`config.mk`:
```
export PLATFORM = sky130hd
export DESIGN_NAME = out_collector_flat
export DESIGN_NICKNAME = d
export VERILOG_FILES = /design/src/rtl/collector_pkg.sv /design/src/rtl/out_collector_if.sv /design/src/rtl/collector_fifo.sv /design/src/rtl/out_collector.sv /design/src/flat_wrapper.sv
export SDC_FILE = /design/constraint.sdc
export NUM_CORES = 1
export LEC_CHECK = 0
export ABC_AREA = 1
export ABC_CLOCK_PERIOD_IN_PS = 8000
export BUFFER_PORTS_ARGS = -buffer_cell sky130_fd_sc_hd__buf_2
export CORE_UTILIZATION = 35
export CTS_CLUSTER_DIAMETER = 60
export CTS_CLUSTER_SIZE = 25
export DETAILED_ROUTE_END_ITERATION = 7
export GPL_ROUTABILITY_DRIVEN = 0
export PLACE_DENSITY_LB_ADDON = 0.08
export RECOVER_POWER = 100
export SLEW_MARGIN = 20
export SYNTH_ARGS = -nofsm -noshare
export SYNTH_HDL_FRONTEND = slang
export SYNTH_SLANG_ARGS = --single-unit
```
`constraint.sdc`:
```
create_clock -name clk -period 8 [get_ports clk]
set_clock_uncertainty 0.1 [all_clocks]
set_input_delay 0.4 -clock clk [delete_from_list [all_inputs] [get_ports clk]]
set_output_delay 0.4 -clock clk [all_outputs]
set_load 0.05 [all_outputs]
```
`src/rtl/collector_pkg.sv`:
```
// Shared types and default sizes for the output collector.
package collector_pkg;

  localparam int unsigned DataWDefault = 32;
  localparam int unsigned DepthDefault = 8;
  localparam int unsigned CntWDefault  = 16;

  // Capture window phases.
  typedef enum logic [1:0] {
    StIdle    = 2'd0,
    StArmed   = 2'd1,
    StCapture = 2'd2,
    StDrain   = 2'd3
  } collector_state_t;

endpackage

```
`src/rtl/out_collector_if.sv`:
```
// Control, source and reader signals of the output collector.
// The checksum signal exists only when COLLECTOR_CHECKSUM_EN is defined.
interface out_collector_if
  import collector_pkg::*;
#(
  parameter int unsigned DATA_W = DataWDefault,
  parameter int unsigned CNT_W  = CntWDefault
);

  logic              start;
  logic [CNT_W-1:0]  len;
  logic              in_valid;
  logic [DATA_W-1:0] in_data;
  logic              in_ready;
  logic              rd_valid;
  logic [DATA_W-1:0] rd_data;
  logic              rd_ready;
  logic              busy;
  logic              done;
  logic [CNT_W-1:0]  captured;
  logic              overflow;
`ifdef COLLECTOR_CHECKSUM_EN
  logic [DATA_W-1:0] checksum;

  // Collector side.
  modport slave (
    input  start, len, in_valid, in_data, rd_ready,
    output in_ready, rd_valid, rd_data, busy, done, captured, overflow, checksum
  );

  // Environment side: source, reader and controller.
  modport master (
    output start, len, in_valid, in_data, rd_ready,
    input  in_ready, rd_valid, rd_data, busy, done, captured, overflow, checksum
  );
`else
  // Collector side.
  modport slave (
    input  start, len, in_valid, in_data, rd_ready,
    output in_ready, rd_valid, rd_data, busy, done, captured, overflow
  );

  // Environment side: source, reader and controller.
  modport master (
    output start, len, in_valid, in_data, rd_ready,
    input  in_ready, rd_valid, rd_data, busy, done, captured, overflow
  );
`endif

endinterface

```
`src/rtl/collector_fifo.sv`:
```
// First-word fall-through FIFO. Pointers carry one extra wrap bit so full
// and empty are told apart by the MSB compare.
module collector_fifo
  import collector_pkg::*;
#(
  parameter int unsigned DATA_W = DataWDefault,
  parameter int unsigned DEPTH  = DepthDefault
) (
  input  logic              clk,
  input  logic              reset,
  input  logic              push_i,
  input  logic [DATA_W-1:0] data_i,
  input  logic              pop_i,
  output logic              full_o,
  output logic              empty_o,
  output logic [DATA_W-1:0] head_o
);

  localparam int unsigned AW   = $clog2(DEPTH);
  localparam int unsigned PtrW = AW + 1;

  logic [PtrW-1:0]   wr_ptr_q, wr_ptr_d;
  logic [PtrW-1:0]   rd_ptr_q, rd_ptr_d;
  logic [DATA_W-1:0] mem_q [DEPTH];
  logic              do_push, do_pop;

  // Status decode and head read; head is forced to zero while empty.
  always_comb begin
    empty_o = (wr_ptr_q == rd_ptr_q);
    full_o  = (wr_ptr_q[AW] != rd_ptr_q[AW]) && (wr_ptr_q[AW-1:0] == rd_ptr_q[AW-1:0]);
    head_o  = empty_o ? '0 : mem_q[rd_ptr_q[AW-1:0]];
  end

  // A push into a full FIFO is allowed when the head leaves in the same cycle.
  assign do_pop  = pop_i && !empty_o;
  assign do_push = push_i && (!full_o || do_pop);

  // Pointer next state.
  always_comb begin
    wr_ptr_d = wr_ptr_q;
    rd_ptr_d = rd_ptr_q;
    if (do_push) wr_ptr_d = wr_ptr_q + PtrW'(1);
    if (do_pop)  rd_ptr_d = rd_ptr_q + PtrW'(1);
  end

  // Pointer registers; reset empties the FIFO.
  always_ff @(posedge clk or posedge reset) begin
    if (reset) begin
      wr_ptr_q <= '0;
      rd_ptr_q <= '0;
    end else begin
      wr_ptr_q <= wr_ptr_d;
      rd_ptr_q <= rd_ptr_d;
    end
  end

  // Storage write; contents need no reset since empty masks the head.
  always_ff @(posedge clk) begin
    if (do_push) mem_q[wr_ptr_q[AW-1:0]] <= data_i;
  end

endmodule

```
`src/rtl/out_collector.sv`:
```
// Capture-window collector: arms on start, accepts len samples into a FIFO,
// flags refused samples, then drains to the reader before going idle.
// Optional feature macro: COLLECTOR_CHECKSUM_EN adds an XOR checksum output.
module out_collector
  import collector_pkg::*;
#(
  parameter int unsigned DATA_W = DataWDefault,
  parameter int unsigned DEPTH  = DepthDefault,
  parameter int unsigned CNT_W  = CntWDefault
) (
  input  logic           clk,
  input  logic           reset,
  out_collector_if.slave bus
);

  collector_state_t  state_q, state_d;
  logic [CNT_W-1:0]  len_q, len_d;
  logic [CNT_W-1:0]  captured_q, captured_d;
  logic              overflow_q, overflow_d;
  logic              done_q, done_d;
`ifdef COLLECTOR_CHECKSUM_EN
  logic [DATA_W-1:0] csum_q, csum_d;
`endif

  logic              fifo_full, fifo_empty, fifo_pop;
  logic [DATA_W-1:0] fifo_head;
  logic              in_ready, accept;

  collector_fifo #(
    .DATA_W (DATA_W),
    .DEPTH  (DEPTH)
  ) u_fifo (
    .clk     (clk),
    .reset   (reset),
    .push_i  (accept),
    .data_i  (bus.in_data),
    .pop_i   (fifo_pop),
    .full_o  (fifo_full),
    .empty_o (fifo_empty),
    .head_o  (fifo_head)
  );

  // Source handshake: only an open window with free space takes samples.
  always_comb begin
    in_ready = ((state_q == StArmed) || (state_q == StCapture)) && !fifo_full;
    accept   = bus.in_valid && in_ready;
    fifo_pop = !fifo_empty && bus.rd_ready;
  end

  // Window sequencing, counters and flags.
  always_comb begin
    state_d    = state_q;
    len_d      = len_q;
    captured_d = captured_q;
    overflow_d = overflow_q;
    done_d     = 1'b0;
`ifdef COLLECTOR_CHECKSUM_EN
    csum_d     = csum_q;
`endif

    unique case (state_q)
      StIdle: begin
        if (bus.start) begin
          captured_d = '0;
          overflow_d = 1'b0;
`ifdef COLLECTOR_CHECKSUM_EN
          csum_d     = '0;
`endif
          if (bus.len == '0) begin
            // Empty window closes at once.
            done_d = 1'b1;
          end else begin
            len_d   = bus.len;
            state_d = StArmed;
          end
        end
      end
      StArmed: begin
        if (bus.in_valid) state_d = StCapture;
      end
      StCapture: begin
        if (bus.in_valid && !in_ready) overflow_d = 1'b1;
      end
      StDrain: begin
        if (fifo_empty) state_d = StIdle;
      end
      default: state_d = StIdle;
    endcase

    if (accept) begin
      // Saturate rather than wrap.
      captured_d = (captured_q == '1) ? captured_q : captured_q + CNT_W'(1);
`ifdef COLLECTOR_CHECKSUM_EN
      csum_d     = csum_q ^ bus.in_data;
`endif
      if (captured_d >= len_q) begin
        state_d = StDrain;
        done_d  = 1'b1;
      end
    end
  end

  // FSM and registered status; reset discards the window without a done pulse.
  always_ff @(posedge clk or posedge reset) begin
    if (reset) begin
      state_q    <= StIdle;
      len_q      <= '0;
      captured_q <= '0;
      overflow_q <= 1'b0;
      done_q     <= 1'b0;
`ifdef COLLECTOR_CHECKSUM_EN
      csum_q     <= '0;
`endif
    end else begin
      state_q    <= state_d;
      len_q      <= len_d;
      captured_q <= captured_d;
      overflow_q <= overflow_d;
      done_q     <= done_d;
`ifdef COLLECTOR_CHECKSUM_EN
      csum_q     <= csum_d;
`endif
    end
  end

  assign bus.in_ready = in_ready;
  assign bus.rd_valid = !fifo_empty;
  assign bus.rd_data  = fifo_head;
  assign bus.busy     = (state_q == StArmed) || (state_q == StCapture);
  assign bus.done     = done_q;
  assign bus.captured = captured_q;
  assign bus.overflow = overflow_q;
`ifdef COLLECTOR_CHECKSUM_EN
  assign bus.checksum = csum_q;
`endif

endmodule

```
`src/flat_wrapper.sv`:
```
// flat-port wrapper written by rule: the top's interface ports become plain ports
module out_collector_flat import collector_pkg::*;
#(
  parameter int unsigned DATA_W = DataWDefault,
  parameter int unsigned DEPTH  = DepthDefault,
  parameter int unsigned CNT_W  = CntWDefault
)
  (clk, reset, bus_start, bus_len, bus_in_valid, bus_in_data, bus_rd_ready, bus_in_ready, bus_rd_valid, bus_rd_data, bus_busy, bus_done, bus_captured, bus_overflow);
  out_collector_if #(.DATA_W(DATA_W), .CNT_W(CNT_W)) bus_i ();
  input  logic clk;
  input  logic reset;
  input wire logic [$bits(bus_i.start)-1:0] bus_start;
  input wire logic [$bits(bus_i.len)-1:0] bus_len;
  input wire logic [$bits(bus_i.in_valid)-1:0] bus_in_valid;
  input wire logic [$bits(bus_i.in_data)-1:0] bus_in_data;
  input wire logic [$bits(bus_i.rd_ready)-1:0] bus_rd_ready;
  output wire logic [$bits(bus_i.in_ready)-1:0] bus_in_ready;
  output wire logic [$bits(bus_i.rd_valid)-1:0] bus_rd_valid;
  output wire logic [$bits(bus_i.rd_data)-1:0] bus_rd_data;
  output wire logic [$bits(bus_i.busy)-1:0] bus_busy;
  output wire logic [$bits(bus_i.done)-1:0] bus_done;
  output wire logic [$bits(bus_i.captured)-1:0] bus_captured;
  output wire logic [$bits(bus_i.overflow)-1:0] bus_overflow;
  assign bus_i.start = bus_start;
  assign bus_i.len = bus_len;
  assign bus_i.in_valid = bus_in_valid;
  assign bus_i.in_data = bus_in_data;
  assign bus_i.rd_ready = bus_rd_ready;
  assign bus_in_ready = bus_i.in_ready;
  assign bus_rd_valid = bus_i.rd_valid;
  assign bus_rd_data = bus_i.rd_data;
  assign bus_busy = bus_i.busy;
  assign bus_done = bus_i.done;
  assign bus_captured = bus_i.captured;
  assign bus_overflow = bus_i.overflow;
  out_collector #(.DATA_W(DATA_W), .DEPTH(DEPTH), .CNT_W(CNT_W)) u_core (.clk(clk), .reset(reset), .bus(bus_i));
endmodule
```
==> flow_summary.ini <==
[synth]
synth_warnings = 0
yosysUniqueCellTypes = 32
ys_top_cells_by_area = edfxtp_1 (60%), dfrtp_1 (8.6%), nor2_1 (6.8%)
synth_cells = 1135
synth_edf_count = 256
avgSynthCellArea_um2 = 11.3
ys.flop_type = edfxtp_1
synth_area_um2 = 12800
synthTopCellsByCount = edfxtp_1 (256), nor2_1 (232), o21ai_0 (156)
synth-seq-cells = 300
netlist.area_leader.share_pct = 60.1
synth_top_cell_by_area = edfxtp_1
synth_nets = 1211
asyncSetResetFlopFracSynth_pct = 14.7
yosysMostFrequentCell = edfxtp_1
yosysSeqAreaShare_pct = 68.7

[min_path]
hold_path_depth = 3
min_path_type = in -> reg

[setup_path]
worstPathRequired_ns = 7.50
worstPathMaxFanout = 48
crit_type = reg -> out
r2r_cells = 7
cp-end-kind = primary output
cp.arrival_ns = 5.23
start_kind = flip-flop

[layout]
layout.cells.non_filler = 1719
n_antenna_cell = 0
fin_nets = 1313
drive_above_1_share_pct = 7.71
area_growth_pct = 14.8

[floorplan]
die-height_um = 193
dieArea_um2 = 37300
row_count = 69
fp.dieW_um = 193
ios = 106
core_um2 = 35700
initial_core_util_pct = 35.8

[detailed_routing]
drc = 7
wl_per_cell_um = 18.4
ant_nets = 0
dr.first_iter.drc_count = 512
routed_wl_mm = 31.7
avgViaCountPerCell = 4.99
via_count = 8584
first_pass_iters = 7

[pwr]
peakVddDrop_mv = 0.291
p_per_area_nw_per_um2 = 400
leakage_uw = 0.00535

[clocking]
clk_latency_ns = 0.56
cts_root_buf = clkbuf_16
numCtsBuffers = 27
cts_buffer_depth = 3
cts_tree = done
cts_sinks = 300
cts_setup_buffers = 0
h-tree-depth = 1
path_clk_slew_ns = 0.07

[global_routing]
grt_max_degree = 102
grt_pass1_wl_mm = 49.8
first_global_vias = 8494
track_usage_pct = 17.1
overflow = 0
antenna_found_initial = 0

[timing]
drv_slew = 123
final_hold_viol_count = 0
setup_tns_ns = 0
setup_violations = 0
period_minus_slack_ns = 5.73
tightest_slew_ns = 2.18
slew_headroom_pct = -45.4
fmax_ghz = 0.174
rsz0062_at_grt = no
fin_crit_sh_pct = 71.6

[placed_design]
dp_cells = 1658
port_buffers = 105
hpwl_mm = 18.3

[run_status]
status = finished with violations
violations = design-rule violations, max-capacitance violations, max-slew violations

[run]
drv_cap = 4
-- path summary, 6_finish.rpt --
| kind | slack, ns | start | end |
|---|---|---|---|
| worst max-delay path | 2.27 | u_core.u_fifo.rd_ptr_q[1] | bus_rd_data[4] |
| worst min-delay path | 0.03 | bus_len[9] | u_core.len_q[9] |
| worst max register to register | 2.46 | u_core.u_fifo.rd_ptr_q[1] | u_core.u_fifo.mem_q[6][27] |
| worst min register to register | 0.39 | u_core.len_q[15] | u_core.len_q[15] |
| max in group asynchronous | 5.81 | reset | u_core.u_fifo.rd_ptr_q[0] |
| min in group asynchronous | 0.83 | reset | u_core.bus.captured[12] |
-- metrics by stage --
step / utilization, % / power, uW / setup slack (ns) / hold slack, ns / instance area, um2
finish: 41.1 / 5870 / 2.27 / 0.0291 / 14700
detailed placement: 38.7 / 4640 / 4.03 / 0.375 / 13800
global route: 41.1 / 6250 / 1.81 / 0.0179 / 14700
global placement: 38.6 / 4630 / 4.07 / 0.371 / 13800
floorplan: - / 3940 / 3.79 / 0.353 / 12800
CTS: 41.6 / 6040 / 3.75 / 0.00225 / 14900
-- worst max-delay path, stage by stage (launching register included) --
cell and delay, ns:
dfrtp_1 0.96, clkbuf_1 1.62, inv_2 0.61, buf_4 0.54, o21ai_0 0.16, o22ai_1 0.10
o21ai_0 0.28, nor2_1 0.08, clkbuf_1 0.30
-- sequential cells by signal (all words and copies together) (netlist names) --
register                count
u_core.bus.done             1
u_core.state_q              2
u_core.u_fifo.rd_ptr_q      4
u_core.u_fifo.mem_q       256
u_core.bus.overflow         1
u_core.u_fifo.wr_ptr_q      4
u_core.len_q               16
u_core.bus.captured        16
-- logic make-up (layout without fill, tap and decap cells) --
| kind of cell | count (synthesis) | in the layout | synth area share [%] |
|---|---|---|---|
| buffers and inverters | 120 | 243 | 4.04 |
| AO/OA/AOI/OAI | 259 | 259 | 10.9 |
| AND/OR/NAND/NOR | 414 | 414 | 12.8 |
| flip-flops | 300 | 300 | 68.7 |
| XOR/XNOR | 19 | 19 | 1.30 |
| adder cells (fa/ha/maj) | 23 | 23 | 2.25 |
-- what timing repair did --
action,CTS,global route
hold endpoints to repair,57,44
hold buffers,10,1
resized for setup,0,0
-- routing by layer --
layer	vias to the layer above	global-route usage (%)	routed length, um
li1	4200	-	-
met1	4183	23.2	14600
met2	156	29.2	15200
met3	45	2.14	1190
met4	0	4.21	660
met5	-	0	0
-- cell usage in the layout, fill, tap and decap left out, types with 12 or more instances in the layout --
master     instances
clkbuf_1          91
dfrtp_1           42
edfxtp_1         256
o21ai_0          163
nand2_1          132
ha_1              23
o21ai_1           15
xor2_1            15
a21oi_1           12
o22ai_1           64
clkbuf_16         27
inv_1             52
nand3_1           35
nor2_1           232
buf_2             26
-- where the power goes --
| group | switching [uW] | internal, uW |
|---|---|---|
| clock | 673 | 708 |
| combinational | 1930 | 549 |
| sequential | 114 | 1900 |
-- final cells by class --
| type | instances | area [um2] |
|---|---|---|
| clock inverters | 21 | 259 |
| repair buffers | 135 | 662 |
| well taps | 461 | 577 |
| flip-flops and latches | 300 | 8790 |
| inverters | 58 | 220 |
| fillers | 3543 | 21100 |
| multi-input cells | 715 | 3480 |
| clock buffers | 29 | 693 |
No activity file was read; power rests on OpenSTA's default activity.
